## config.mk

```make
export PLATFORM = sky130hd
export DESIGN_NAME = seq_detector_param
export DESIGN_NICKNAME = d
export VERILOG_FILES = /design/src/rtl/seq_detector_param.sv
export SDC_FILE = /design/constraint.sdc
export NUM_CORES = 1
export LEC_CHECK = 0
export CAP_MARGIN = 20
export CORE_ASPECT_RATIO = 1.5
export CORE_MARGIN = 5
export CORE_UTILIZATION = 52
export DETAILED_ROUTE_END_ITERATION = 8
export HOLD_SLACK_MARGIN = 0.05
export PLACE_DENSITY = 0.79
export SETUP_SLACK_MARGIN = 0.05
export SLEW_MARGIN = 20
export SYNTH_ARGS = -nofsm -noshare
export SYNTH_HDL_FRONTEND = slang
export SYNTH_SLANG_ARGS = --single-unit
```

## constraint.sdc

```tcl
create_clock -name clk -period 3.3 [get_ports clk]
set_clock_uncertainty 0.1 [all_clocks]
set_input_delay 0.495 -clock clk [delete_from_list [all_inputs] [get_ports clk]]
set_output_delay 0.495 -clock clk [all_outputs]
set_load 0.01 [all_outputs]
```

## src/rtl/seq_detector_param.sv

```systemverilog
// Serial pattern detector with a runtime-loadable pattern of 1..N bits,
// selectable overlap mode and a saturating match counter.
module seq_detector_param #(
  parameter int unsigned N     = 8,
  parameter int unsigned CNT_W = 8,
  parameter int unsigned LEN_W = $clog2(N + 1)
) (
  input  logic             clk,
  input  logic             clr_n,
  input  logic             en,
  input  logic             din,
  input  logic             cfg_load,
  input  logic [N-1:0]     pat_in,
  input  logic [LEN_W-1:0] len_in,
  input  logic             ovl_in,
  input  logic             cnt_clr,
  output logic             dout,
  output logic [CNT_W-1:0] match_cnt,
  output logic             cnt_sat
);

  // Only N-1 history bits need storing: the oldest bit leaves on the next shift
  // and the compare always looks at the freshly shifted vector.
  logic [N-2:0]     hist;
  logic [N-1:0]     hist_nx;
  logic [N-1:0]     mask_c;
  logic [N-1:0]     cfg_pat;
  logic [LEN_W-1:0] cfg_len;
  logic [LEN_W-1:0] fill;
  logic [LEN_W-1:0] fill_nx;
  logic             cfg_ovl;
  logic             len_ok_c;
  logic             match_c;

  // Next history/fill and match decision for the bit being sampled
  always_comb begin
    hist_nx  = {hist, din};
    fill_nx  = (fill == LEN_W'(N)) ? fill : fill + LEN_W'(1);
    mask_c   = '0;
    for (int i = 0; i < N; i++) begin
      mask_c[i] = (LEN_W'(i) < cfg_len);
    end
    len_ok_c = (cfg_len != '0) && (cfg_len <= LEN_W'(N));
    match_c  = len_ok_c && (fill_nx >= cfg_len) &&
               (((hist_nx ^ cfg_pat) & mask_c) == '0);
  end

  // Configuration, history and match pulse
  always_ff @(posedge clk or negedge clr_n) begin
    if (!clr_n) begin
      cfg_pat <= N'(4'b1101);
      cfg_len <= LEN_W'(4);
      cfg_ovl <= 1'b1;
      hist    <= '0;
      fill    <= '0;
      dout    <= 1'b0;
    end else if (cfg_load) begin
      cfg_pat <= pat_in;
      cfg_len <= len_in;
      cfg_ovl <= ovl_in;
      hist    <= '0;
      fill    <= '0;
      dout    <= 1'b0;
    end else if (en) begin
      hist <= hist_nx[N-2:0];
      fill <= (match_c && !cfg_ovl) ? '0 : fill_nx;
      dout <= match_c;
    end else begin
      dout <= 1'b0;
    end
  end

  // Saturating match counter; a clear coinciding with a pulse leaves one count
  always_ff @(posedge clk or negedge clr_n) begin
    if (!clr_n) begin
      match_cnt <= '0;
    end else if (cnt_clr) begin
      match_cnt <= dout ? CNT_W'(1) : '0;
    end else if (dout && (match_cnt != '1)) begin
      match_cnt <= match_cnt + CNT_W'(1);
    end
  end

  assign cnt_sat = &match_cnt;

endmodule
```

[Yosys cells after proc, flatten, opt, wreduce, memory -nomap -nowiden]
Cells that the tools add are included.
Cells by class
  equality and inequality tests: 2
  muxes and demuxes: 11
  bitwise gates (word level): 2
  order comparisons: 10
  reduce and logical (&&, ||, !) cells: 11
  $add $sub $neg: 2
Operators by type and width (count)
  $lt 3x4->1 const A: 4
  $mux 4: 4
  $mux 8: 2
  $mux 7: 2
  $add 8x1->8 const B: 1
  $and 8x8->8: 1
  $logic_not 8->1: 1
  $lt 1x4->1 const A: 2
  $lt 2x4->1 const A: 2
  $ne 8x8->1 const B: 1
  $reduce_and 8->1: 1
  $xor 8x8->8: 1
  $logic_and 1x1->1: 5
  $add 4x1->4 const B: 1
  $eq 4x4->1 const B: 1
  $ge 4x4->1: 1
  $le 4x4->1 const B: 1
  $reduce_bool 2->1: 2
  $reduce_bool 4->1: 1
  $mux 1: 3
  $logic_not 1->1: 1
Word-level totals
  word-level logic and storage cells: 45
  register bits: 33
  output and inout port bits: 10

[Logic depth before layout (Yosys ltp)]
Gate-level depths: netlist of the first run.
  depth in word-level cells: 9
  depth in mapped cells: 11

[Worst setup path before layout of the first run]
OpenSTA, ideal clock, no wires.
  kind: reg2reg
  start: reg fill[0]
  end: reg fill[0]
  arrival time: 2.143 ns
  slack: 0.953 ns
  period minus slack after synthesis: 2.347 ns
  cell stages (with the launch flop): 12
  cells stage by stage: dfrtp_1 -> inv_1 -> ha_1 -> nand2_1 -> nor2_1 -> xnor2_1 -> ha_1 -> nand2b_4 -> a2111oi_4 -> nor4_2 -> and4b_4 -> o41ai_2
Between the ends
  word-level cells in the longest chain between the ends: 9
RTL lines
  start: declaration: line 29  | logic [LEN_W-1:0] fill;
  start signal: assignment: line 66  | fill <= (match_c && !cfg_ovl) ? '0 : fill_nx;
  $add 4x1->4 or $eq 4x4->1 (tied branches): line 38  | fill_nx = (fill == LEN_W'(N)) ? fill : fill + LEN_W'(1);
  $mux 4 *: line 38
  $ge 4x4->1: line 44  | match_c = len_ok_c && (fill_nx >= cfg_len) &&
  $logic_and 1x1->1 (2 in a row): line 44
  $logic_and 1x1->1: line 66
  $mux 4 *: line 66
  $mux 4 *: line 64  | end else if (en) begin
  $mux 4 *: line 57  | end else if (cfg_load) begin
Mark *: on every way between the ends. The rest lies on a longest branch, timed or not. The select of a mux whose other input is x is not followed.
A chain may end at the register's enable or synchronous reset.

[Worst setup path in the final report of the first run]
Same ends and word-level chain as after synthesis.

==> impl_metrics.csv, run 1 <==
group,metric,value,unit
synth,synth_compound_area_share,9.74,%
clocking,cts_hold_buffers,0,
setup_path,cp.arrival,2.63,ns
routing,drt-vias-per-instance,5.57,
floorplan,die-area,4670,um^2
pwr,switching_share,24.3,%
pwr,worst_ir_drop_vdd,0.000304,V
pwr,switchingPower,0.000209,W
floorplan,die_h,81.2,um
setup_path,slowest_delay,0.40,ns
floorplan,ios,29,
floorplan,die_w,57.5,um
setup_path,crit_buf_inv,1,
setup_path,cp-start-kind,"flip-flop",
synth,synth_top_family_by_area,"simple AND/OR/NAND/NOR gates",
clocking,post_cts.repair.setup_buffers,0,
pwr,power_density,399,nW/um^2
status,status,"finished, final reports clean",
timing,worst_pin_slew,0.883,ns
routing,wirelength,3420,um
pwr,p_leak,0.920,nW
routing,wl_per_cell,14.3,um
final_layout,n_antenna_cell,0,
floorplan,row_count,26,
pwr,comb_power_share,14.7,%
setup_path,critPathRequiredTime,3.38,ns
grt,grt-ovfl-total,0,
grt,grt_pass1_wl,5780,um
timing,min_period,2.55,ns
synth,syn_nets,191,
placement,postPlaceCellArea,2070,um^2
setup_path,path_depth,11,
hold_path,min_delay_path_depth,1,
timing,max_slew_margin,40.9,%
synth,ys_top_cells_by_area,"dfrtp_1 40%, dfstp_2 7.5%, mux2_2 6.4%",
setup_path,path_class,"reg2reg",
final_layout,fin_util,64.3,%
pwr,clkPwrFrac,32.8,%
synth,synth_area_leader_cell,"dfrtp_1",
floorplan,initial_core_util,52.5,%
grt,grt_pass1_vias,1345,
timing,min_period_over_period,77.4,%
synth,syn_avg_cell_area,10.7,um^2
timing,slew_violations,0,
synth,synthCells,165,
grt,grt_max_degree,34,
synth,netlist_area,1760,um^2
grt,antenna_found_initial,0,
timing,rsz0062_at_grt,"false",
setup_path,slowest_stage,"dfrtp_1",
routing,vias,1332,
setup_path,reg2regPathDepth,11,
timing,hold_viol_final,0,
routing,ant_nets,0,
synth,yosys_warnings,0,
clocking,clk_latency,0.28,ns
clocking,clockRootBuffer,"clkbuf_8",
routing,dr.pass1.iters,4,
final_layout,area_growth,22.5,%
routing,drt_iter0_markers,16,
clocking,clock-sinks,33,
setup_path,crit_chain,"inv_1, ha_1, nand2_1, nor2_1, xnor2_1, ha_1, nand2b_4, a2111oi_4, nor4_2, and4b_4, o41ai_2",
placement,gp_congestion,0.903,
pwr,internal_power,0.000650,W
setup_path,crit_fanout,4,
grt,grtUsageTotal,16.6,%
synth,ys_seq_elements,33,
final_layout,fin_nets,222,
setup_path,crit_top_cell,"ha_1",
clocking,cts_resized,0,
timing,setup_slack,0.746,ns
clocking,cts_tree,"built",
clocking,htreeDepth,2,
timing,finalSetupTns,0,ns
run,maxCapViolations,0,
setup_path,crit_family,"simple AND/OR/NAND/NOR gates",
placement,dp_worst_setup_slack,0.744,ns
synth,synth-simple-area-share,16.9,%
setup_path,endpoint_kind,"flip-flop",
synth,synth.distinct_cells,37,
routing,post-route-drc-count,0,
synth,ys_seq_area_share,47.3,%
placement,hpwl,2700,um
synth,synth_fa_ha_area_share,4.98,%
hold_path,holdCritPathClass,"reg2reg",
clocking,cts.clk_slew.worst_paths,0.06,ns
placement,io_buffers,28,
timing,worst_hold_slack,0.435,ns
synth,synth_top_area_share,39.8,%
timing,finalSetupViolations,0,
clocking,ctsLongestPathBuffers,2,
clocking,numCtsBuffers,5,
pwr,pwr-share-seq,52.5,%
synth,synthXorXnorAreaFrac,6.47,%
final_layout,layout-drive-gt1-share,16.2,%
floorplan,core_area,3350,um^2
final_layout,final_area,2150,um^2
synth,muxShareOfSynthArea,11.5,%
timing,max_clock_freq,0.392,GHz
power by group through the flow:
stage,Combinational [W],Sequential (W),Clock (W)
after global routing,0.000141,0.000454,0.000313
after detailed placement,0.000129,0.000458,0
after floorplan,0.0000881,0.000450,0
after global placement,0.000123,0.000455,0
after CTS,0.000129,0.000451,0.000291
final,0.000127,0.000451,0.000281
registers in the layout (all words and copies together) (netlist names):
register / cells
hist: 7
cfg_pat: 8
cfg_len: 4
dout: 1
cfg_ovl: 1
fill: 4
match_cnt: 8
area by class of cell:
type / count / area [um^2]
fillers: 277 / 1200
multi-input cells: 120 / 872
inverters: 6 / 22.5
flip-flops and latches: 33 / 832
clock buffers: 8 / 80.1
well taps: 42 / 52.6
repair buffers: 30 / 295
cell usage after synthesis (all sizes together):
library cell	n
dfrtp	28
nor2	21
nand2	16
o21ai	11
mux2	10
mux2i	9
xnor2	9
ha	7
inv	6
nand3	6
buf	5
dfstp	5
a21oi	4
xor2	4
nor3	3
o22ai	3
and4	2
nor4	2
o211ai	2
a2111oi	1
and3	1
and4b	1
clkbuf	1
nand2b	1
nand3b	1
nand4	1
nor3b	1
nor4b	1
o21a	1
o41ai	1
or3	1
cell families (layout without fill, tap and decap cells):
family          after synthesis  in the layout
compound gates               23             23
xor+xnor                     13             13
fa+ha+maj                     7              7
buf+inv                      12             44
flops                        33             33
mux                          19             19
simple gates                 58             58
final timing paths:
check | to | slack [ns] | start
max in group asynchronous | cfg_pat[3]$_DFFE_PN1P_ | 2.26 | clr_n
hold / removal | cfg_pat[7]$_DFFE_PN0P_ | 0.43 | cfg_pat[7]$_DFFE_PN0P_
setup / recovery | fill[0]$_DFFE_PN0P_ | 0.75 | fill[0]$_DFFE_PN0P_
setup reg to reg | fill[0]$_DFFE_PN0P_ | 0.75 | fill[0]$_DFFE_PN0P_
hold reg to reg | cfg_pat[7]$_DFFE_PN0P_ | 0.43 | cfg_pat[7]$_DFFE_PN0P_
min in group asynchronous | match_cnt[3]$_DFFE_PN0P_ | 0.51 | clr_n
placed cells by master, fill, tap and decap left out, types with 3 or more instances in the layout:
master,n
a21oi_1,4
clkbuf_1,3
clkbuf_8,5
clkdlybuf4s50_1,28
dfrtp_1,28
dfstp_2,5
ha_1,7
inv_1,6
mux2_2,10
mux2i_1,9
nand2_1,16
nand3_1,6
nor2_1,21
o21ai_0,8
o21ai_2,3
o22ai_1,3
xnor2_1,9
xor2_1,4
stage by stage:
stage	cells	total power, W
5_1_grt	239	0.000908
2_1_floorplan	165	0.000538
4_1_cts	239	0.000871
3_3_place_gp	231	0.000579
3_5_place_dp	231	0.000587
6_report	239	0.000859
worst register-to-register path, delay by kind of cell, from the launching register on:
family                   cells  cell delay (ns)
buffers and inverters        1             0.10
AND/OR/NAND/NOR              5             0.59
XOR/XNOR                     1             0.22
adder cells (fa/ha/maj)      2             0.47
flip-flops                   1             0.40
AO/OA/AOI/OAI                2             0.55
per-layer routing:
metal	global-route usage [%]	wire, um	part of all wire, %
met2	31.4	1930	57
met1	15.2	1190	35
met4	9.05	96	2.8
met5	0	0	0
met3	5.41	196	5.7
Note: power is estimated with default switching activity, not from simulation.
==> run 2: changes to the inputs <==
Settings changed: CORE_UTILIZATION 52 to 47, PLACE_DENSITY 0.79 to 0.76.
Clock period 3.3 ns to 2.15 ns, I/O delays scaled along.
==> run 2 against run 1 <==
Against the previous run:
- count of clock-buffer cells in the layout down 3
- critical path type unchanged
- via count increased by 5.4%
- clock power rose by 58%
- the run now ends with negative setup slack left
- flip-flop and latch count did not move
- utilization down 0.31 points
==> impl_metrics.csv, run 2 (synthesis results as in run 1) <==
group,metric,value,unit
setup_path,slowest_stage,"dfrtp_1",
setup_path,r2r_start,"fill[0]$_DFFE_PN0P_",
timing,finalSetupViolations,5,
clocking,clockRootBuffer,"clkbuf_8",
placement,dp_worst_setup_slack,-0.223,ns
setup_path,cp-start-kind,"flip-flop",
timing,setup_slack,-0.192,ns
grt,grt_pass1_wl,6580,um
pwr,p_leak,1.02,nW
grt,grt_pass1_vias,1495,
routing,ant_nets,0,
clocking,clk_latency,0.29,ns
setup_path,path_class,"reg2reg",
status,violations,"negative setup slack",
routing,vias,1404,
final_layout,most-common-layout-cells,"28 x dfrtp_1, 27 x clkdlybuf4s50_1, 19 x nor2_1, 17 x buf_4, 15 x nand2_1",
timing,max_slew_margin,73.1,%
pwr,internal_power,0.00102,W
routing,post-route-drc-count,0,
setup_path,crit_family,"simple AND/OR/NAND/NOR gates",
floorplan,die_h,84.9,um
clocking,ctsLongestPathBuffers,2,
pwr,power_density,588,nW/um^2
final_layout,area_growth,32.7,%
run,maxCapViolations,0,
setup_path,path_depth,12,
grt,antenna_found_initial,0,
floorplan,core_area,3650,um^2
timing,min_period,2.34,ns
floorplan,row_count,27,
pwr,switching_share,25.9,%
setup_path,crit_chain,"inv_2, ha_4, nand2_4, nor2_4, xnor2_2, ha_1, nand2b_4, a2111oi_4, nor4_2, and4b_4, buf_4, o21ai_2",
clocking,cts_tree,"built",
setup_path,slowest_delay,0.40,ns
setup_path,ff2ff_setup_slack,-0.19,ns
routing,wl_per_cell,14.4,um
pwr,finalPower,0.00137,W
placement,hpwl,2690,um
final_layout,fin_nets,237,
floorplan,die-area,5090,um^2
timing,slew_violations,0,
setup_path,cp.arrival,2.46,ns
routing,wirelength,3680,um
routing,dr.pass1.iters,4,
timing,hold_viol_final,0,
final_layout,fillCellCount,303,
final_layout,layout_commonest_cell,"dfrtp_1",
floorplan,die_w,60.0,um
final_layout,largest_registers,"cfg_pat (8), match_cnt (8), hist (7)",
setup_path,crit_start,"fill[0]$_DFFE_PN0P_",
status,status,"complete, but fails checks",
timing,max_clock_freq,0.427,GHz
timing,finalSetupTns,-0.643,ns
final_layout,regArea,832,um^2
pwr,pwr-share-seq,50.0,%
pwr,clkPwrFrac,32.4,%
floorplan,ios,29,
setup_path,endpoint,"fill[3]$_DFFE_PN0P_",
final_layout,multiInputGateArea,933,um^2
timing,rsz0062_at_grt,"true",
pwr,switchingPower,0.000356,W
final_layout,n_antenna_cell,0,
setup_path,crit_buf_inv,2,
placement,gp_congestion,0.916,
grt,grt_max_degree,34,
setup_path,reg2regPathDepth,12,
setup_path,regToRegEndpoint,"fill[3]$_DFFE_PN0P_",
placement,io_buffers,28,
pwr,worst_ir_drop_vdd,0.000506,V
clocking,cts.clk_slew.worst_paths,0.07,ns
clocking,clock-sinks,33,
routing,drt_iter0_markers,46,
pwr,comb_power_share,17.6,%
clocking,cts_hold_buffers,0,
setup_path,crit_fanout,4,
timing,worst_hold_slack,0.339,ns
clocking,htreeDepth,2,
floorplan,initial_core_util,48.2,%
routing,drt-vias-per-instance,5.51,
timing,min_period_over_period,109,%
final_layout,layout-drive-gt1-share,28.3,%
grt,grt-ovfl-total,0,
timing,worst_pin_slew,0.404,ns
clocking,numCtsBuffers,5,
setup_path,endpoint_kind,"flip-flop",
setup_path,critPathRequiredTime,2.26,ns
grt,grtUsageTotal,16.8,%
hold_path,holdCritPathClass,"in2async",
run 2: layout make-up:
cell class                 count  area share (%)
clock buffer                   5            2.95
inverter                       6           0.965
clock inverter                 3           0.750
sequential                    33            35.6
timing repair buffer          45            17.4
tap                           43            2.30
multi-input combinational    120            40.0
run 2: what timing repair did:
| action | CTS | global route |
|---|---|---|
| pin swaps | 3 | 2 |
| endpoints found under the setup margin | 6 | 5 |
| resized for setup | 11 | 2 |
| buffers inserted | 4 | 2 |
run 2: worst min-delay path by stage:
stage | slack [ns] | depth (start not counted) | to | startpoint
floorplan | -0.07 | 0 | cfg_len[0]$_DFFE_PN0P_ | clr_n
global placement | 0.42 | 1 | cfg_pat[7]$_DFFE_PN0P_ | cfg_pat[7]$_DFFE_PN0P_
detailed placement | 0.42 | 1 | cfg_pat[1]$_DFFE_PN0P_ | cfg_pat[1]$_DFFE_PN0P_
CTS | 0.35 | 2 | hist[4]$_DFFE_PN0P_ | clr_n
global route | 0.37 | 2 | hist[3]$_DFFE_PN0P_ | clr_n
finish | 0.34 | 2 | hist[4]$_DFFE_PN0P_ | clr_n
run 2: layer usage:
layer	vias up	GRT usage [%]	share of wire [%]
li1	663	-	-
met1	688	17.9	37
met4	0	6.85	2.3
met2	41	30.3	55
met5	-	0	0
met3	12	3.96	5.5
run 2: power by group through the flow:
stage	clock, W	sequential (W)	combinational, W
CTS	0.000460	0.000686	0.000233
finish	0.000444	0.000686	0.000242
detailed placement	0	0.000697	0.000219
floorplan	0	0.000691	0.000137
global placement	0	0.000695	0.000210
global route	0.000497	0.000690	0.000264
run 2: metrics by stage:
step	utilization (%)	cell area, um^2	instances
2_1_floorplan	-	1760	165
3_3_place_gp	58.8	2150	241
3_5_place_dp	58.8	2150	241
4_1_cts	63.2	2300	253
5_1_grt	64.0	2330	255
6_report	64.0	2330	255
==> run 3: changes to the inputs <==
Settings changed: CTS_CLUSTER_DIAMETER set to 30, GPL_ROUTABILITY_DRIVEN set to 0.
==> results of run 3 <==
Same layout as run 2: the final DEF is identical, and so are final timing and power.
